==> src/rtl/hazard_ctrl.sv <==
// Hazard and sequencing controller for the 5-stage MIPS pipeline: load-use and
// branch-in-ID stalls, IF-ID flush, memory-busy freeze, and saturating statistics.
module hazard_ctrl #(
    parameter int CW      = 16,
    parameter int TIMEOUT = 255
) (
    input  logic          clk,
    input  logic          rst,
    input  logic [4:0]    IFID_Rs,
    input  logic [4:0]    IFID_Rt,
    input  logic          IFID_uses_rt,
    input  logic          IFID_is_branch,
    input  logic          IDEX_mem_read,
    input  logic          IDEX_reg_write,
    input  logic [4:0]    IDEX_Rd,
    input  logic          EXMEM_mem_read,
    input  logic [4:0]    EXMEM_Rd,
    input  logic          branch_taken,
    input  logic          jump,
    input  logic          dmem_busy,
    input  logic          clr_stats,
    output logic          pc_write,
    output logic          IFID_write,
    output logic          IFID_flush,
    output logic          IDEX_bubble,
    output logic          pipe_freeze,
    output logic          freeze_err,
    output logic [CW-1:0] stall_cnt,
    output logic [CW-1:0] flush_cnt,
    output logic [CW-1:0] freeze_cnt
);

    localparam int            TW      = $clog2(TIMEOUT + 1);
    localparam logic [TW-1:0] T_MAX   = TW'(TIMEOUT);
    localparam logic [CW-1:0] CNT_MAX = '1;

    typedef enum logic {RUN, FREEZE} state_t;

    state_t        state_q, state_d;
    logic [TW-1:0] timer_q, timer_d;
    logic          err_q, err_d;
    logic [CW-1:0] stall_q, stall_d;
    logic [CW-1:0] flush_q, flush_d;
    logic [CW-1:0] frz_q, frz_d;

    logic match_ex, match_mem, hz;

    always_comb begin
        match_ex  = (IDEX_Rd != 5'd0) &&
                    (IDEX_Rd == IFID_Rs || (IFID_uses_rt && IDEX_Rd == IFID_Rt));
        match_mem = (EXMEM_Rd != 5'd0) &&
                    (EXMEM_Rd == IFID_Rs || (IFID_uses_rt && EXMEM_Rd == IFID_Rt));
        hz = (IDEX_mem_read && match_ex)
           | (IFID_is_branch && IDEX_reg_write && match_ex)
           | (IFID_is_branch && EXMEM_mem_read && match_mem);
    end

    // Leaving FREEZE decodes like RUN in the same cycle, so both states share
    // one priority chain: freeze over stall over flush.
    always_comb begin
        pc_write    = 1'b0;
        IFID_write  = 1'b0;
        IFID_flush  = 1'b0;
        IDEX_bubble = 1'b0;
        pipe_freeze = 1'b0;
        if (dmem_busy) begin
            pipe_freeze = 1'b1;
        end else if (hz) begin
            IDEX_bubble = 1'b1;
        end else begin
            pc_write   = 1'b1;
            IFID_write = 1'b1;
            IFID_flush = branch_taken | jump;
        end
    end

    always_comb begin
        state_d = dmem_busy ? FREEZE : RUN;
        timer_d = '0;
        unique case (state_q)
            RUN:    if (dmem_busy) timer_d = TW'(1);
            FREEZE: if (dmem_busy) timer_d = (timer_q == T_MAX) ? timer_q : timer_q + TW'(1);
            default: timer_d = '0;
        endcase

        stall_d = (IDEX_bubble && stall_q != CNT_MAX) ? stall_q + CW'(1) : stall_q;
        flush_d = (IFID_flush  && flush_q != CNT_MAX) ? flush_q + CW'(1) : flush_q;
        frz_d   = (pipe_freeze && frz_q   != CNT_MAX) ? frz_q   + CW'(1) : frz_q;
        err_d   = err_q | (dmem_busy && (timer_d == T_MAX));

        if (clr_stats) begin
            stall_d = '0;
            flush_d = '0;
            frz_d   = '0;
            err_d   = 1'b0;
        end
    end

    always_ff @(posedge clk) begin
        if (rst) begin
            state_q <= RUN;
            timer_q <= '0;
            err_q   <= 1'b0;
            stall_q <= '0;
            flush_q <= '0;
            frz_q   <= '0;
        end else begin
            state_q <= state_d;
            timer_q <= timer_d;
            err_q   <= err_d;
            stall_q <= stall_d;
            flush_q <= flush_d;
            frz_q   <= frz_d;
        end
    end

    assign freeze_err = err_q;
    assign stall_cnt  = stall_q;
    assign flush_cnt  = flush_q;
    assign freeze_cnt = frz_q;

endmodule

==> config.mk <==
export PLATFORM = sky130hd
export DESIGN_NAME = hazard_ctrl
export DESIGN_NICKNAME = d
export VERILOG_FILES = /design/src/rtl/hazard_ctrl.sv
export SDC_FILE = /design/constraint.sdc
export NUM_CORES = 1
export LEC_CHECK = 0
export CAP_MARGIN = 20
export CORE_ASPECT_RATIO = 1.75
export CORE_MARGIN = 1.5
export CORE_UTILIZATION = 35
export DETAILED_ROUTE_END_ITERATION = 8
export DONT_BUFFER_PORTS = 1
export GPL_TIMING_DRIVEN = 0
export HOLD_SLACK_MARGIN = 0.05
export SLEW_MARGIN = 20
export SYNTH_ARGS = -nofsm -noshare
export SYNTH_HDL_FRONTEND = slang
export SYNTH_SLANG_ARGS = --single-unit
==> constraint.sdc <==
create_clock -name clk -period 2.6 [get_ports clk]
set_clock_uncertainty 0.15 [all_clocks]
set_input_delay 0.26 -clock clk [delete_from_list [all_inputs] [get_ports clk]]
set_output_delay 0.26 -clock clk [all_outputs]
set_load 0.05 [all_outputs]
**Word level (Yosys, flattened, before mapping)**

Index checks and enable logic that the tools add are counted.

- Div/mod/pow operators: 0
- Order comparisons: 0
- Bitwise gates (word level): 5
- Reduce and logical (&&, ||, !) cells: 18
- Shifts and indexed selects: 0
- Multipliers: 0
- Mux-type cells: 11
- Add/sub/neg operators: 4
- Equal/unequal tests: 9

Operator list:

| cell | count |
|---|---|
| 16-bit by 1-bit adder with 16-bit output, second input constant | 3 |
| 16-bit inequality test, second input constant | 3 |
| 5-bit equality test | 4 |
| 8-bit equality test, second input constant | 2 |
| 8-bit two-way mux | 2 |
| 8-bit case mux with 2 select lines | 1 |
| 1-bit logical AND | 13 |
| 5-bit nonzero test | 2 |
| 8-bit by 1-bit adder with 8-bit output, second input constant | 1 |
| 1-bit two-way mux | 8 |
| 1-bit OR | 4 |
| 1-bit logical OR | 2 |
| 2-bit OR reduction | 1 |
| 1-bit NOT | 1 |

- Memory bits (read-only): 0
- Input bits: 31
- Memories: 0
- Register bits after elaboration: 58
- Latch bits: 0
- Logic and storage cells: 53
- Memory bits (writable): 0
- Output and inout bits: 54

**Longest topological paths before layout**

- Depth after elaboration: 10
- Depth in mapped cells: 8
- Gate-level depth less buffers: 8

**Worst setup path before layout**

Ideal clock, no wire load.

- Kind: input port to output port
- From: input port IDEX_Rd[1]
- To: output port IFID_flush
- Data required time: 2.190 ns
- Cell stages on the path: 5
- Path slack: -0.200 ns
- Path buffers: 1
- Arrival time: 2.390 ns
- Cells stage by stage: or4_1 > o21ai_2 > o32ai_4 > buf_4 > nor3_1

- Word-level cells in the longest chain between the ends: 9
- Elaborated cells on any way between the ends: 12
- Those cells by class: eq/ne: 2; mux: 2; bitwise: 2; reduce/logical: 6

RTL lines:

| what | RTL line | source |
|---|---|---|
| from (decl) | 15 | `input logic [4:0] IDEX_Rd,` |
| 5-bit equality test | 50 | `(IDEX_Rd == IFID_Rs \|\| (IFID_uses_rt && IDEX_Rd == IFID_Rt));` |
| 1-bit logical AND | 50 |  |
| 1-bit logical OR | 50 |  |
| 1-bit logical AND (*) | 49 | `match_ex = (IDEX_Rd != 5'd0) &&` |
| 1-bit logical AND (on tied branches) | 53, 54 |  |
| 1-bit OR (*) | 54 | `\| (IFID_is_branch && IDEX_reg_write && match_ex)` |
| 1-bit OR (*) | 55 | `\| (IFID_is_branch && EXMEM_mem_read && match_mem);` |
| 1-bit two-way mux (*) | 68 | `end else if (hz) begin` |
| 1-bit two-way mux (*) | 66 | `if (dmem_busy) begin` |
| to (decl) | 24 | `output logic IFID_flush,` |

Mark *: on every way between the ends. The rest lies on a longest branch, timed or not.

**Worst setup path after layout**

- From: input port EXMEM_Rd[1]
- To: output port IFID_flush

- Word-level cells in the longest chain between the ends: 8
- Elaborated cells on any way between the ends: 10
- Those cells by class: eq/ne: 2; mux: 2; bitwise: 1; reduce/logical: 5

RTL lines:

| what | RTL line | source |
|---|---|---|
| from (decl) | 17 | `input logic [4:0] EXMEM_Rd,` |
| 5-bit equality test | 52 | `(EXMEM_Rd == IFID_Rs \|\| (IFID_uses_rt && EXMEM_Rd == IFID_Rt));` |
| 1-bit logical AND | 52 |  |
| 1-bit logical OR | 52 |  |
| 1-bit logical AND (*) | 51 | `match_mem = (EXMEM_Rd != 5'd0) &&` |
| 1-bit logical AND (*) | 55 |  |
| 1-bit OR (*) | 55 |  |
| 1-bit two-way mux (*) | 68 |  |
| 1-bit two-way mux (*) | 66 |  |

Marks and branches as above.

==> summary.txt <==
Outcome
  – Result of the run: finished clean

Floorplanning
  – Core ar.: approximately 0.0084 mm^2
  – I/O pin cnt: 85
  – Row count: 44
  – DIE AREA: approximately 0.0093 mm^2
  – Die W: around 74 um
  – Initial Util: 0.364
  – Die Y: 126 um

Synthesis
  – Yosys reg bits: 58
  – Dominant synthesized flop cell: dfxtp_1
  – Post-synth cell types: 50
  – Synth warn: 0
  – Top-count cell post-synth: dfxtp_1
  – Area leader, netlist: dfxtp_1
  – Post-synth EDFFs: 0
  – Mapped Cells: roughly 370
  – Syn Nets: approximately 400
  – Ys async rst share: 0
  – Top cell type's share of synthesized area: 0.381
  – Commonest cells post-synth: dfxtp_1 (58), nor2_1 (56), xor2_1 (31), nand2_1 (27), nand3_1 (24)
  – Top cells by area, synth: dfxtp_1 (38%), xor2_1 (8.9%), nor2_1 (6.9%)
  – Mapped cell area: about 0.0030 mm^2
  – Seq/Total Area, Yosys: 0.381
  – Syn avg cell area: about 8.3 um^2

Setup path
  – R2R Setup Slk: approximately 0.11 ns
  – RR Startpoint: flush_cnt[8]
  – CP max FO: 10
  – Register-to-Register Path Depth: 7
  – CP required: approximately 2.2 ns
  – Max incr delay on CP: between 0.6 and 0.7 ns
  – Worst setup EP type: output port
  – CP Cell Sequence: or4_1 > nor2_1 > o32ai_4 > buf_4 > nor3_2
  – Crit Path Class: input port to output port
  – CP max-delay cell: nor3_2
  – Critical Path Stages: 5
  – CP startpoint kind: input port
  – CP Buf/Inv Count: 1
  – Worst Path Arrival: 2.10 ns
  – Worst R2R End: flush_cnt[0]
  – CP top delay family: simple AND/OR/NAND/NOR gates

Finish
  – Layout cell share with drive strength beyond 1: 0.120
  – Cell area after layout: around 0.0036 mm^2
  – Nets@finish: slightly above 400
  – Area grow syn2layout: 17.2%
  – Fillcell total: approximately 900
  – N_diodes: 0

Global route
  – Vias in the first global route: approximately 2600
  – Grt total ovfl: 0
  – Largest net degree at the start of global routing: 11
  – Initial antenna violation count: 0
  – First-pass GRT wire length: ~12000 um
  – Gr usage total: 0.169

CTS
  – CTS Buffer Depth: 2
  – Root Buffer: clkbuf_16
  – CTS H-tree lvls: 3
  – Post-CTS Setup Inserts: 0
  – Clk Latency, worst-skew pair: 0.32 ns
  – Clk sink count: 58
  – TritonCTS clock tree: built
  – CTS clk-pin slew, worst paths: approximately 0.050 ns
  – Num CTS Buffers: 9

Routing
  – DRT antenna net count: 0
  – Drt first pass iters: 4
  – DR WL/cell: 15.8 um
  – Final WL: around 7900 um
  – Vias per cell: about 5.4
  – Via Count: 2686
  – First DRT Iteration DRCs: 139
  – Drt drc: 0

Timing
  – Period utilization: 0.965
  – Max-slew headroom: 0.439
  – Final setup fails: 0
  – Final Max Tran Viols: 0
  – Max Fclk: ~0.40 GHz
  – Final hold vios: 0
  – Min Tclk post-route: 2.51 ns
  – Slew @ Worst Pin: between 0.8 and 0.9 ns
  – RSZ-0062 raised after global routing: yes
  – Total negative slack: 0 ns

Min path
  – Worst hold path type: input port to flip-flop
  – Hold_sp: rst
  – Hold Path End: stall_cnt[15]
  – Hold path cells: 2

Placed design
  – HPWL Detailed: 5740 um
  – Gpl congestion: roughly 0.83
  – Post-place instance area: 0.00320 mm^2
  – Buffers on Ports: 0

Flow run
  – Number of max-cap violations: 0

Power and ir drop
  – Leak: between 1 and 1.5 nW
  – Maximum vdd drop: between 0.4 and 0.5 mV
  – Power per Cell Area: between 600 and 700 mW/mm^2
==> registers in the layout, indices dropped and copies added (netlist names) <==
name        cells
flush_cnt      16
stall_cnt      16
freeze_err      1
freeze_cnt     16
timer_q         8
state_q         1
==> routing by layer <==
metal	global-route usage	vias up	routed length (um)
met2	0.295	93	4070
li1	-	1322	-
met4	0.0893	0	225
met5	0	-	0
met3	0.0524	20	583
met1	0.174	1251	3000
==> per-stage QoR <==
step	utilization	total power [mW]	instances	setup WS, ns	hold slack (ns)
final	0.427	2.27	499	0.0909	0.0691
after global routing	0.427	2.34	499	-0.0221	0.0897
after CTS	0.425	2.29	498	0.00109	0.0696
after detailed placement	0.382	1.04	481	-0.0862	0.209
after global placement	0.382	1.04	481	-0.0885	0.206
after floorplan	-	1.02	366	0.143	0.201
==> worst register-to-register path: stages, from the launching register on <==
cell,delay (ns)
dfxtp_2,0.54
and4_1,0.34
and4_1,0.28
a41o_1,0.22
clkbuf_1,0.40
or3_1,0.23
xor2_1,0.15
nor2_1,0.05
==> cell usage in the layout (no fill, tap or decap), drive strengths merged, types with 5 or more instances in the layout <==
cell    count
buf         5
a21oi      15
o21ai      15
nor4        5
xnor2      21
dfxtp      58
clkbuf     22
nor3       17
nand3      25
nor2       56
nand2      28
nand4      10
xor2       31
and3        9
or3         9
==> where the power goes <==
group | total (mW) | internal [mW] | switching, mW
logic | 0.118 | 0.0411 | 0.0767
registers | 0.909 | 0.895 | 0.0141
clock network | 1.24 | 0.846 | 0.394
==> worst max-delay path by stage <==
stage / slack [ns] / startpoint / to
5_1_grt: -0.02 / flush_cnt[8] / flush_cnt[0]
6_report: 0.09 / EXMEM_Rd[1] / IFID_flush
3_5_place_dp: -0.09 / flush_cnt[8] / flush_cnt[0]
3_3_place_gp: -0.09 / flush_cnt[2] / flush_cnt[0]
2_1_floorplan: 0.14 / IDEX_Rd[1] / pc_write
4_1_cts: 0.001 / flush_cnt[5] / flush_cnt[0]
==> kinds of logic after synthesis <==
kind of cell	Yosys count	share of synthesized area
xor+xnor	52	0.149
simple gates	184	0.308
mux	2	0.00657
compound gates	51	0.113
flops	58	0.381
buf+inv	14	0.0222
fa+ha+maj	5	0.0197
==> area by class of cell <==
class / instances / area (um^2) / area share
multi-input combinational: 295 / 1850 / 0.519
timing repair buffer: 1 / 10.0 / 0.00280
clock buffer: 15 / 288 / 0.0806
buffer: 12 / 60.1 / 0.0168
inverter: 2 / 7.51 / 0.00210
clock inverter: 1 / 30.0 / 0.00841
tap: 115 / 144 / 0.0403
sequential: 58 / 1180 / 0.330
==> timing repair <==
item                       in CTS  in global routing
cloned                          0                  1
pin swaps                       0                  2
hold endpoints to repair        2                  0
setup endpoints to repair      26                 16
resized for setup              14                  2
hold buffers                    1                  0
Power figures use the tool's default switching activity.
